[src/rtl/bridge_pkg.sv]
// rtl/bridge_pkg.sv - shared types, constants and address decode for the SRAM/UART bridge
package bridge_pkg;

    typedef enum logic [1:0] {TGT_BASE, TGT_EXT, TGT_UART, TGT_NONE} target_e;
    typedef enum logic [1:0] {CH_IDLE, CH_ACC, CH_DONE} chan_state_e;

    localparam logic [31:0] DEADBEEF      = 32'hDEAD_BEEF;
    localparam logic [31:0] UART_DATA_OFS = 32'h0000_0000;
    localparam logic [31:0] UART_STAT_OFS = 32'h0000_0004;

    // With aliasing on, bit 31 is forced so low-half images land in the same SRAM window.
    function automatic target_e decode(input logic [31:0] addr, input logic is_lsu,
                                       input logic [31:0] base_addr, input logic [31:0] ext_addr,
                                       input logic [31:0] uart_addr, input logic sim_alias);
        logic [9:0] win;
        win = sim_alias ? {1'b1, addr[30:22]} : addr[31:22];
        if (win == base_addr[31:22])
            decode = TGT_BASE;
        else if (win == ext_addr[31:22])
            decode = TGT_EXT;
        else if (is_lsu && (addr == uart_addr + UART_DATA_OFS || addr == uart_addr + UART_STAT_OFS))
            decode = TGT_UART;
        else
            decode = TGT_NONE;
    endfunction

endpackage

[src/rtl/sram_chan.sv]
// rtl/sram_chan.sv - one SRAM channel: IFU/LSU round-robin arbiter, wait-state FSM and pin drive
module sram_chan
    import bridge_pkg::*;
#(
    parameter int RAM_WAIT = 2
) (
    input  logic        clk,
    input  logic        rst,
    input  logic        ifu_want_i,
    input  logic        lsu_want_i,
    input  logic [19:0] ifu_addr_i,
    input  logic [19:0] lsu_addr_i,
    input  logic [31:0] ifu_wdata_i,
    input  logic [31:0] lsu_wdata_i,
    input  logic [3:0]  ifu_be_n_i,
    input  logic [3:0]  lsu_be_n_i,
    input  logic        ifu_we_n_i,
    input  logic        lsu_we_n_i,
    input  logic [31:0] ram_rdata_i,
    output logic [31:0] ram_wdata_o,
    output logic [19:0] ram_addr_o,
    output logic [3:0]  ram_be_n_o,
    output logic        ram_ce_n_o,
    output logic        ram_oe_n_o,
    output logic        ram_we_n_o,
    output logic        ifu_own_o,
    output logic        lsu_own_o,
    output logic        ifu_resp_o,
    output logic        lsu_resp_o,
    output logic [31:0] rdata_o
);

    localparam int CW = $clog2(RAM_WAIT + 1);

    chan_state_e state_q;
    logic [CW-1:0] cnt_q;
    logic        owner_lsu_q, prio_lsu_q, write_q;
    logic [19:0] addr_q;
    logic [3:0]  be_n_q;
    logic [31:0] wdata_q, rdata_q;
    logic        grant_lsu, last_phase;

    assign grant_lsu  = lsu_want_i && (!ifu_want_i || prio_lsu_q);
    assign last_phase = (cnt_q == CW'(RAM_WAIT));

    always_ff @(posedge clk) begin
        if (rst) begin
            state_q     <= CH_IDLE;
            cnt_q       <= '0;
            owner_lsu_q <= 1'b0;
            prio_lsu_q  <= 1'b0;
            write_q     <= 1'b0;
            addr_q      <= '0;
            be_n_q      <= 4'hF;
            wdata_q     <= '0;
            rdata_q     <= '0;
        end else begin
            case (state_q)
                CH_IDLE: begin
                    if (ifu_want_i || lsu_want_i) begin
                        state_q     <= CH_ACC;
                        cnt_q       <= '0;
                        owner_lsu_q <= grant_lsu;
                        // Priority only flips on a contended grant so a loser keeps its turn.
                        if (ifu_want_i && lsu_want_i)
                            prio_lsu_q <= !grant_lsu;
                        write_q <= grant_lsu ? !lsu_we_n_i : !ifu_we_n_i;
                        addr_q  <= grant_lsu ? lsu_addr_i  : ifu_addr_i;
                        be_n_q  <= grant_lsu ? lsu_be_n_i  : ifu_be_n_i;
                        wdata_q <= grant_lsu ? lsu_wdata_i : ifu_wdata_i;
                    end
                end
                CH_ACC: begin
                    if (last_phase) begin
                        state_q <= CH_DONE;
                        rdata_q <= write_q ? 32'd0 : ram_rdata_i;
                    end else begin
                        cnt_q <= cnt_q + 1'b1;
                    end
                end
                CH_DONE: state_q <= CH_IDLE;
                default: state_q <= CH_IDLE;
            endcase
        end
    end

    assign ram_addr_o  = addr_q;
    assign ram_be_n_o  = be_n_q;
    assign ram_wdata_o = wdata_q;
    assign ram_ce_n_o  = !(state_q == CH_ACC);
    assign ram_oe_n_o  = !(state_q == CH_ACC && !write_q);
    // we_n rises one phase early to give the SRAM write hold time on address/data.
    assign ram_we_n_o  = !(state_q == CH_ACC && write_q && !last_phase);

    assign ifu_own_o  = (state_q != CH_IDLE) && !owner_lsu_q;
    assign lsu_own_o  = (state_q != CH_IDLE) && owner_lsu_q;
    assign ifu_resp_o = (state_q == CH_DONE) && !owner_lsu_q;
    assign lsu_resp_o = (state_q == CH_DONE) && owner_lsu_q;
    assign rdata_o    = rdata_q;

endmodule

[src/rtl/sram_uart_bridge_arb.sv]
// rtl/sram_uart_bridge_arb.sv - registered IFU/LSU bridge to BaseRAM, ExtRAM and a FIFO-buffered UART
module sram_uart_bridge_arb
    import bridge_pkg::*;
#(
    parameter int          RAM_WAIT  = 2,
    parameter int          TXQ_DEPTH = 4,
    parameter logic [31:0] BASE_ADDR = 32'h8000_0000,
    parameter logic [31:0] EXT_ADDR  = 32'h8040_0000,
    parameter logic [31:0] UART_ADDR = 32'hBFD0_03F8,
    parameter bit          SIM_ALIAS = 1'b0
) (
    input  logic        clk,
    input  logic        rst,
    input  logic [31:0] ifu_addr_i,
    input  logic [31:0] ifu_wdata_i,
    input  logic [3:0]  ifu_be_n_i,
    input  logic        ifu_re_n_i,
    input  logic        ifu_we_n_i,
    input  logic        ifu_req_i,
    output logic        ifu_resp_o,
    output logic [31:0] ifu_rdata_o,
    input  logic [31:0] lsu_addr_i,
    input  logic [31:0] lsu_wdata_i,
    input  logic [3:0]  lsu_be_n_i,
    input  logic        lsu_re_n_i,
    input  logic        lsu_we_n_i,
    input  logic        lsu_req_i,
    output logic        lsu_resp_o,
    output logic [31:0] lsu_rdata_o,
    output logic [31:0] base_ram_wdata,
    output logic [19:0] base_ram_addr,
    output logic [3:0]  base_ram_be_n,
    output logic        base_ram_ce_n,
    output logic        base_ram_oe_n,
    output logic        base_ram_we_n,
    input  logic [31:0] base_ram_rdata,
    output logic [31:0] ext_ram_wdata,
    output logic [19:0] ext_ram_addr,
    output logic [3:0]  ext_ram_be_n,
    output logic        ext_ram_ce_n,
    output logic        ext_ram_oe_n,
    output logic        ext_ram_we_n,
    input  logic [31:0] ext_ram_rdata,
    input  logic        uart_tx_ready,
    input  logic        uart_rx_ready,
    input  logic [7:0]  uart_rx_data_i,
    output logic        uart_we_n_o,
    output logic        uart_re_n_o,
    output logic [7:0]  uart_tx_data_o
);

    localparam int AW = $clog2(TXQ_DEPTH);

    target_e ifu_tgt, lsu_tgt;
    logic ifu_act, lsu_act;
    logic base_ifu_own, base_lsu_own, ext_ifu_own, ext_lsu_own;
    logic base_ifu_resp, base_lsu_resp, ext_ifu_resp, ext_lsu_resp;
    logic [31:0] base_rdata, ext_rdata;

    assign ifu_act = ifu_req_i && (!ifu_re_n_i || !ifu_we_n_i);
    assign lsu_act = lsu_req_i && (!lsu_re_n_i || !lsu_we_n_i);
    assign ifu_tgt = decode(ifu_addr_i, 1'b0, BASE_ADDR, EXT_ADDR, UART_ADDR, SIM_ALIAS);
    assign lsu_tgt = decode(lsu_addr_i, 1'b1, BASE_ADDR, EXT_ADDR, UART_ADDR, SIM_ALIAS);

    sram_chan #(.RAM_WAIT(RAM_WAIT)) u_base (
        .clk(clk), .rst(rst),
        .ifu_want_i(ifu_act && ifu_tgt == TGT_BASE && !ext_ifu_own),
        .lsu_want_i(lsu_act && lsu_tgt == TGT_BASE && !ext_lsu_own),
        .ifu_addr_i(ifu_addr_i[21:2]), .lsu_addr_i(lsu_addr_i[21:2]),
        .ifu_wdata_i(ifu_wdata_i), .lsu_wdata_i(lsu_wdata_i),
        .ifu_be_n_i(ifu_be_n_i), .lsu_be_n_i(lsu_be_n_i),
        .ifu_we_n_i(ifu_we_n_i), .lsu_we_n_i(lsu_we_n_i),
        .ram_rdata_i(base_ram_rdata),
        .ram_wdata_o(base_ram_wdata), .ram_addr_o(base_ram_addr), .ram_be_n_o(base_ram_be_n),
        .ram_ce_n_o(base_ram_ce_n), .ram_oe_n_o(base_ram_oe_n), .ram_we_n_o(base_ram_we_n),
        .ifu_own_o(base_ifu_own), .lsu_own_o(base_lsu_own),
        .ifu_resp_o(base_ifu_resp), .lsu_resp_o(base_lsu_resp), .rdata_o(base_rdata)
    );

    sram_chan #(.RAM_WAIT(RAM_WAIT)) u_ext (
        .clk(clk), .rst(rst),
        .ifu_want_i(ifu_act && ifu_tgt == TGT_EXT && !base_ifu_own),
        .lsu_want_i(lsu_act && lsu_tgt == TGT_EXT && !base_lsu_own),
        .ifu_addr_i(ifu_addr_i[21:2]), .lsu_addr_i(lsu_addr_i[21:2]),
        .ifu_wdata_i(ifu_wdata_i), .lsu_wdata_i(lsu_wdata_i),
        .ifu_be_n_i(ifu_be_n_i), .lsu_be_n_i(lsu_be_n_i),
        .ifu_we_n_i(ifu_we_n_i), .lsu_we_n_i(lsu_we_n_i),
        .ram_rdata_i(ext_ram_rdata),
        .ram_wdata_o(ext_ram_wdata), .ram_addr_o(ext_ram_addr), .ram_be_n_o(ext_ram_be_n),
        .ram_ce_n_o(ext_ram_ce_n), .ram_oe_n_o(ext_ram_oe_n), .ram_we_n_o(ext_ram_we_n),
        .ifu_own_o(ext_ifu_own), .lsu_own_o(ext_lsu_own),
        .ifu_resp_o(ext_ifu_resp), .lsu_resp_o(ext_lsu_resp), .rdata_o(ext_rdata)
    );

    logic [7:0]  txq_mem [TXQ_DEPTH];
    logic [AW:0] wr_ptr_q, rd_ptr_q;
    logic        fifo_full, fifo_empty, push, pop, gap_q, uart_we_n_q;
    logic [7:0]  tx_data_q;
    logic        lsu_misc_go, lsu_uart_data, rd_pend_q, lsu_misc_resp_q, ifu_none_resp_q;
    logic [31:0] lsu_misc_rdata_q;

    assign fifo_full  = (wr_ptr_q[AW] != rd_ptr_q[AW]) && (wr_ptr_q[AW-1:0] == rd_ptr_q[AW-1:0]);
    assign fifo_empty = (wr_ptr_q == rd_ptr_q);
    assign pop        = !fifo_empty && uart_tx_ready && !gap_q;

    // The misc path is blocked while a response or a pending RX read is in flight, so a held req fires once.
    assign lsu_misc_go   = lsu_act && (lsu_tgt == TGT_UART || lsu_tgt == TGT_NONE)
                           && !lsu_misc_resp_q && !rd_pend_q;
    assign lsu_uart_data = (lsu_addr_i == UART_ADDR + UART_DATA_OFS);
    assign push          = lsu_misc_go && lsu_tgt == TGT_UART && lsu_uart_data && !lsu_we_n_i
                           && (!fifo_full || pop);

    always_ff @(posedge clk) begin
        if (push)
            txq_mem[wr_ptr_q[AW-1:0]] <= lsu_wdata_i[7:0];
    end

    always_ff @(posedge clk) begin
        if (rst) begin
            wr_ptr_q    <= '0;
            rd_ptr_q    <= '0;
            gap_q       <= 1'b0;
            uart_we_n_q <= 1'b1;
            tx_data_q   <= '0;
        end else begin
            if (push)
                wr_ptr_q <= wr_ptr_q + 1'b1;
            gap_q       <= pop;
            uart_we_n_q <= !pop;
            if (pop) begin
                tx_data_q <= txq_mem[rd_ptr_q[AW-1:0]];
                rd_ptr_q  <= rd_ptr_q + 1'b1;
            end
        end
    end

    always_ff @(posedge clk) begin
        if (rst) begin
            lsu_misc_resp_q  <= 1'b0;
            lsu_misc_rdata_q <= '0;
            rd_pend_q        <= 1'b0;
            ifu_none_resp_q  <= 1'b0;
        end else begin
            lsu_misc_resp_q <= 1'b0;
            rd_pend_q       <= 1'b0;
            ifu_none_resp_q <= ifu_act && ifu_tgt == TGT_NONE && !ifu_none_resp_q;
            if (rd_pend_q) begin
                lsu_misc_resp_q  <= 1'b1;
                lsu_misc_rdata_q <= {24'd0, uart_rx_data_i};
            end else if (lsu_misc_go) begin
                if (lsu_tgt == TGT_NONE) begin
                    lsu_misc_resp_q  <= 1'b1;
                    lsu_misc_rdata_q <= DEADBEEF;
                end else if (lsu_uart_data && !lsu_we_n_i) begin
                    lsu_misc_resp_q  <= push;
                    lsu_misc_rdata_q <= 32'd0;
                end else if (lsu_uart_data) begin
                    rd_pend_q <= 1'b1;
                end else if (!lsu_we_n_i) begin
                    lsu_misc_resp_q  <= 1'b1;
                    lsu_misc_rdata_q <= 32'd0;
                end else begin
                    lsu_misc_resp_q  <= 1'b1;
                    lsu_misc_rdata_q <= {30'd0, uart_rx_ready, !fifo_full};
                end
            end
        end
    end

    assign uart_re_n_o    = !rd_pend_q;
    assign uart_we_n_o    = uart_we_n_q;
    assign uart_tx_data_o = tx_data_q;

    assign ifu_resp_o  = base_ifu_resp | ext_ifu_resp | ifu_none_resp_q;
    assign ifu_rdata_o = base_ifu_resp ? base_rdata :
                         ext_ifu_resp  ? ext_rdata  :
                         ifu_none_resp_q ? DEADBEEF : 32'd0;
    assign lsu_resp_o  = base_lsu_resp | ext_lsu_resp | lsu_misc_resp_q;
    assign lsu_rdata_o = base_lsu_resp ? base_rdata :
                         ext_lsu_resp  ? ext_rdata  :
                         lsu_misc_resp_q ? lsu_misc_rdata_q : 32'd0;

endmodule

[config.mk]
export PLATFORM = sky130hd
export DESIGN_NAME = sram_uart_bridge_arb
export DESIGN_NICKNAME = d
export VERILOG_FILES = /design/src/rtl/bridge_pkg.sv /design/src/rtl/sram_chan.sv /design/src/rtl/sram_uart_bridge_arb.sv
export SDC_FILE = /design/constraint.sdc
export NUM_CORES = 1
export LEC_CHECK = 0
export ABC_AREA = 1
export CAP_MARGIN = 20
export CORE_MARGIN = 3
export CORE_UTILIZATION = 32
export CTS_CLUSTER_DIAMETER = 150
export DETAILED_ROUTE_END_ITERATION = 10
export DONT_BUFFER_PORTS = 1
export PLACE_DENSITY_LB_ADDON = 0.3
export SKIP_CTS_REPAIR_TIMING = 1
export SLEW_MARGIN = 20
export SYNTH_ARGS = -nofsm -noshare
export SYNTH_HDL_FRONTEND = slang
export SYNTH_SLANG_ARGS = --single-unit
[constraint.sdc]
create_clock -name clk -period 1.9 [get_ports clk]
set_input_delay 0.285 -clock clk [delete_from_list [all_inputs] [get_ports clk]]
set_output_delay 0.285 -clock clk [all_outputs]
set_load 0.01 [all_outputs]
==> flow_summary.json <==
{
  "outcome": "finished with violations",
  "failed_checks": "negative hold slack, negative setup slack",
  "number_of_maximum_capacitance_constraint_violations": 0,
  "grt_first_pass_wirelength_um": 67690,
  "overflow": 0,
  "final_min_period_over_clock_period_pct": 120.1,
  "total_power_mw": 12.05,
  "slowest_delay_ps": 340,
  "final.setup_skew_ps": 23.11,
  "slowest_stage": "dfxtp_2",
  "fp-row-count": 72,
  "critPathCaptureType": "output pin",
  "clock_latency_ps": 570,
  "period_needed_ps": 2281,
  "startpoint_class": "register",
  "detail_route.wl_per_cell_um": 18.31,
  "final_hold_viol_count": 16,
  "clock_tree.htree_level_count": 1,
  "dp_hpwl_um": 33260,
  "boundaryPins": 412,
  "grt_use_total_pct": 20.46,
  "wl_met1_um": 19760,
  "hold_path_end": "u_base.ram_be_n_o[2]",
  "seq_area_frac_synth_pct": 42.15,
  "finalSetupViolations": 91,
  "synth.top_cells.by_area": "dfxtp_1, nand2_1, nor2_1",
  "drc": 0,
  "fin_tns_setup_ps": -19150,
  "maxClockFrequency_mhz": 438.4,
  "min-delay-start": "ifu_be_n_i[2]",
  "number_of_synthesized_flops_with_an_enable_pin": 32,
  "die_width_um": 204.7,
  "hold_path_depth": 4,
  "setup.reg_to_reg.worst_slack_ps": -80,
  "p_per_area_mw_per_mm2": 660.6,
  "synth_warnings": 0,
  "drt-pass1-iter-count": 7,
  "initial_core_util_pct": 32.54,
  "clock_path_buffers": 3,
  "iter_0_drt_violations": 1016,
  "postSynth.asyncResetShare_pct": 0,
  "arrival_ps": 2000,
  "met3_wirelength_um": 5139,
  "synth_common_cells": "nand2_1, nor2_1, inv_1",
  "fillCellCount": 3687,
  "max-slew-margin-rel_pct": 67.79,
  "route.antenna.remaining_nets": 0,
  "series_of_cell_instances_along_the_critical_path": "buf_6, nor3_4, inv_4, o31ai_4, buf_6, a21oi_1, a21oi_1",
  "wl_met2_um": 23980,
  "top_layer": "met4",
  "cellLeakagePower_nw": 8.419,
  "power.ir.vdd_worst_uv": 592.7,
  "synthesis.instances": 1942,
  "tritoncts.num_buffers": 29,
  "hold_path.class": "primary input to register",
  "postSynthRegisterBits": 250,
  "seq_area_mm2": 0.005335,
  "tightestPinTransition_ps": 482.6,
  "worst_setup_hold_path_clk_slew_ps": 60,
  "gp_routability_congestion": 0.8890,
  "final_max_slew_viol_count": 0,
  "worstPathMaxFanout": 6,
  "synth_fp_nets": 2167,
  "vias_per_cell": 4.962,
  "synth_top_area_share_pct": 34.54,
  "synth_area_per_inst_um2": 6.505,
  "grt_setup_unrepaired": "true",
  "largest_net_degree_at_the_start_of_global_routing": 82,
  "cts_root_buf": "clkbuf_16",
  "areaGrowthSynthToFinish_pct": 44.43,
  "placement.io_buffers": 0,
  "grt_antenna_before_repair": 2,
  "r2r.worst_path.cells": 14,
  "netlist-cell-type-count": 34,
  "core_area_mm2": 0.03883,
  "synth_most_common_cell": "nand2_1",
  "final_routed_wirelength_across_all_metal_layers_um": 51090,
  "dominant_cell_type_by_area_after_synthesis": "dfxtp_1",
  "final.setup.worst_slack_ps": -381.1,
  "hold_ws_ps": -52.52,
  "route.vias.total": 13845,
  "die_area_mm2": 0.04190,
  "path_class": "register to output pin",
  "cts_tree": "done",
  "multi_input_comb_area_mm2": 0.006266,
  "first_global_vias": 11912,
  "synth_top_flop_cell": "dfxtp_1",
  "post_route_cells_drive_above_1_share_pct": 16.62,
  "rr_startpoint": "u_base.state_q[1]",
  "r2r_end": "u_ext.ram_wdata_o[23]",
  "synth.cell_area_mm2": 0.01263,
  "crit_required_ps": 1620,
  "chip_height_um": 204.7,
  "clkSinkCount": 250,
  "final_nets": 2473
}
-- area by class of cell --
type	instances	area share, %
Antenna cell	3	0.04114
Clock buffer	40	4.313
Clock inverter	12	0.9120
Inverter	277	5.740
Multi-Input combinational cell	1311	34.34
Sequential cell	250	29.24
Tap cell	518	3.552
Timing Repair Buffer	379	21.86
-- critical path, delay by kind of cell (launching register included) --
family | cells | cell delay (ps)
AOI/OAI and AO/OA | 3 | 430
buffers and inverters | 3 | 430
DFF | 1 | 340
and+or+nand+nor | 1 | 250
-- report_power, final --
group | internal [mW] | switching, mW | total [mW]
Clock | 3.42 | 2.31 | 5.73
Combinational | 0.485 | 0.464 | 0.949
Sequential | 5.37 | 0.00859 | 5.37
-- registers in the layout (all words and copies together) (netlist names), 2 cells and up --
| signal | cells |
|---|---|
| u_base.ram_be_n_o | 4 |
| rd_ptr_q | 3 |
| txq_mem | 32 |
| u_base.ram_wdata_o | 32 |
| lsu_misc_rdata_q | 9 |
| wr_ptr_q | 3 |
| u_ext.ram_be_n_o | 4 |
| u_base.rdata_o | 32 |
| u_ext.ram_addr_o | 20 |
| u_base.ram_addr_o | 20 |
| u_base.state_q | 2 |
| uart_tx_data_o | 8 |
| u_ext.state_q | 2 |
| u_ext.cnt_q | 2 |
| u_base.cnt_q | 2 |
| u_ext.ram_wdata_o | 32 |
| u_ext.rdata_o | 32 |
-- worst max path at each step --
stage	slack, ps	end	from
after floorplan	-40	txq_mem[0][0]	lsu_addr_i[30]
after global placement	-90	txq_mem[0][1]	lsu_addr_i[11]
after detailed placement	-110	txq_mem[1][1]	lsu_addr_i[11]
after CTS	-640	lsu_rdata_o[10]	u_base.state_q[1]
after global routing	-490	lsu_rdata_o[11]	u_base.state_q[0]
final	-380	lsu_rdata_o[11]	u_base.state_q[0]
-- cell families after synthesis --
family                     count (synthesis)  share of synthesized area [%]
AOI/OAI and AO/OA                        316                          13.18
xor gates and xnor gates                   5                         0.3467
adders and majority gates                  7                         0.6932
buffers and inverters                    381                          12.32
DFF                                      250                          42.15
and+or+nand+nor                          983                          31.31
-- placed cells by master (no fill, tap or decap), types with 9 or more instances in the layout --
cell and count:
nor2_2 17, buf_4 122, dfxtp_1 212, dlygate4sd3_1 183, clkbuf_1 9, o21ai_0 137
nand4_1 10, a21oi_1 88, buf_12 26, nor3_1 11, nand2_1 514, inv_1 266
buf_6 30, nor2_1 270, o22ai_1 21, edfxtp_1 32, nand3_1 106, nand2_2 27
clkbuf_16 39, a21oi_2 20, o22ai_2 12, o21ai_1 13
-- routing by layer --
metal	global-route usage, %	up-vias
li1	-	6677
met1	23.39	6323
met2	33.83	698
met3	8.581	147
met4	8.233	0
met5	0	-
-- metrics by stage --
| step | worst slack, ps | utilization [%] | cell area [µm²] | std cells |
|---|---|---|---|---|
| floorplan | -39.52 | - | 12630 | 1942 |
| global placement | -91.69 | 36.97 | 14360 | 2525 |
| detailed placement | -107.7 | 36.97 | 14360 | 2525 |
| CTS | -641.3 | 39.43 | 15310 | 2577 |
| global route | -487.5 | 46.99 | 18240 | 2789 |
| finish | -381.1 | 46.99 | 18250 | 2790 |
Power figures use the tool's default switching activity.
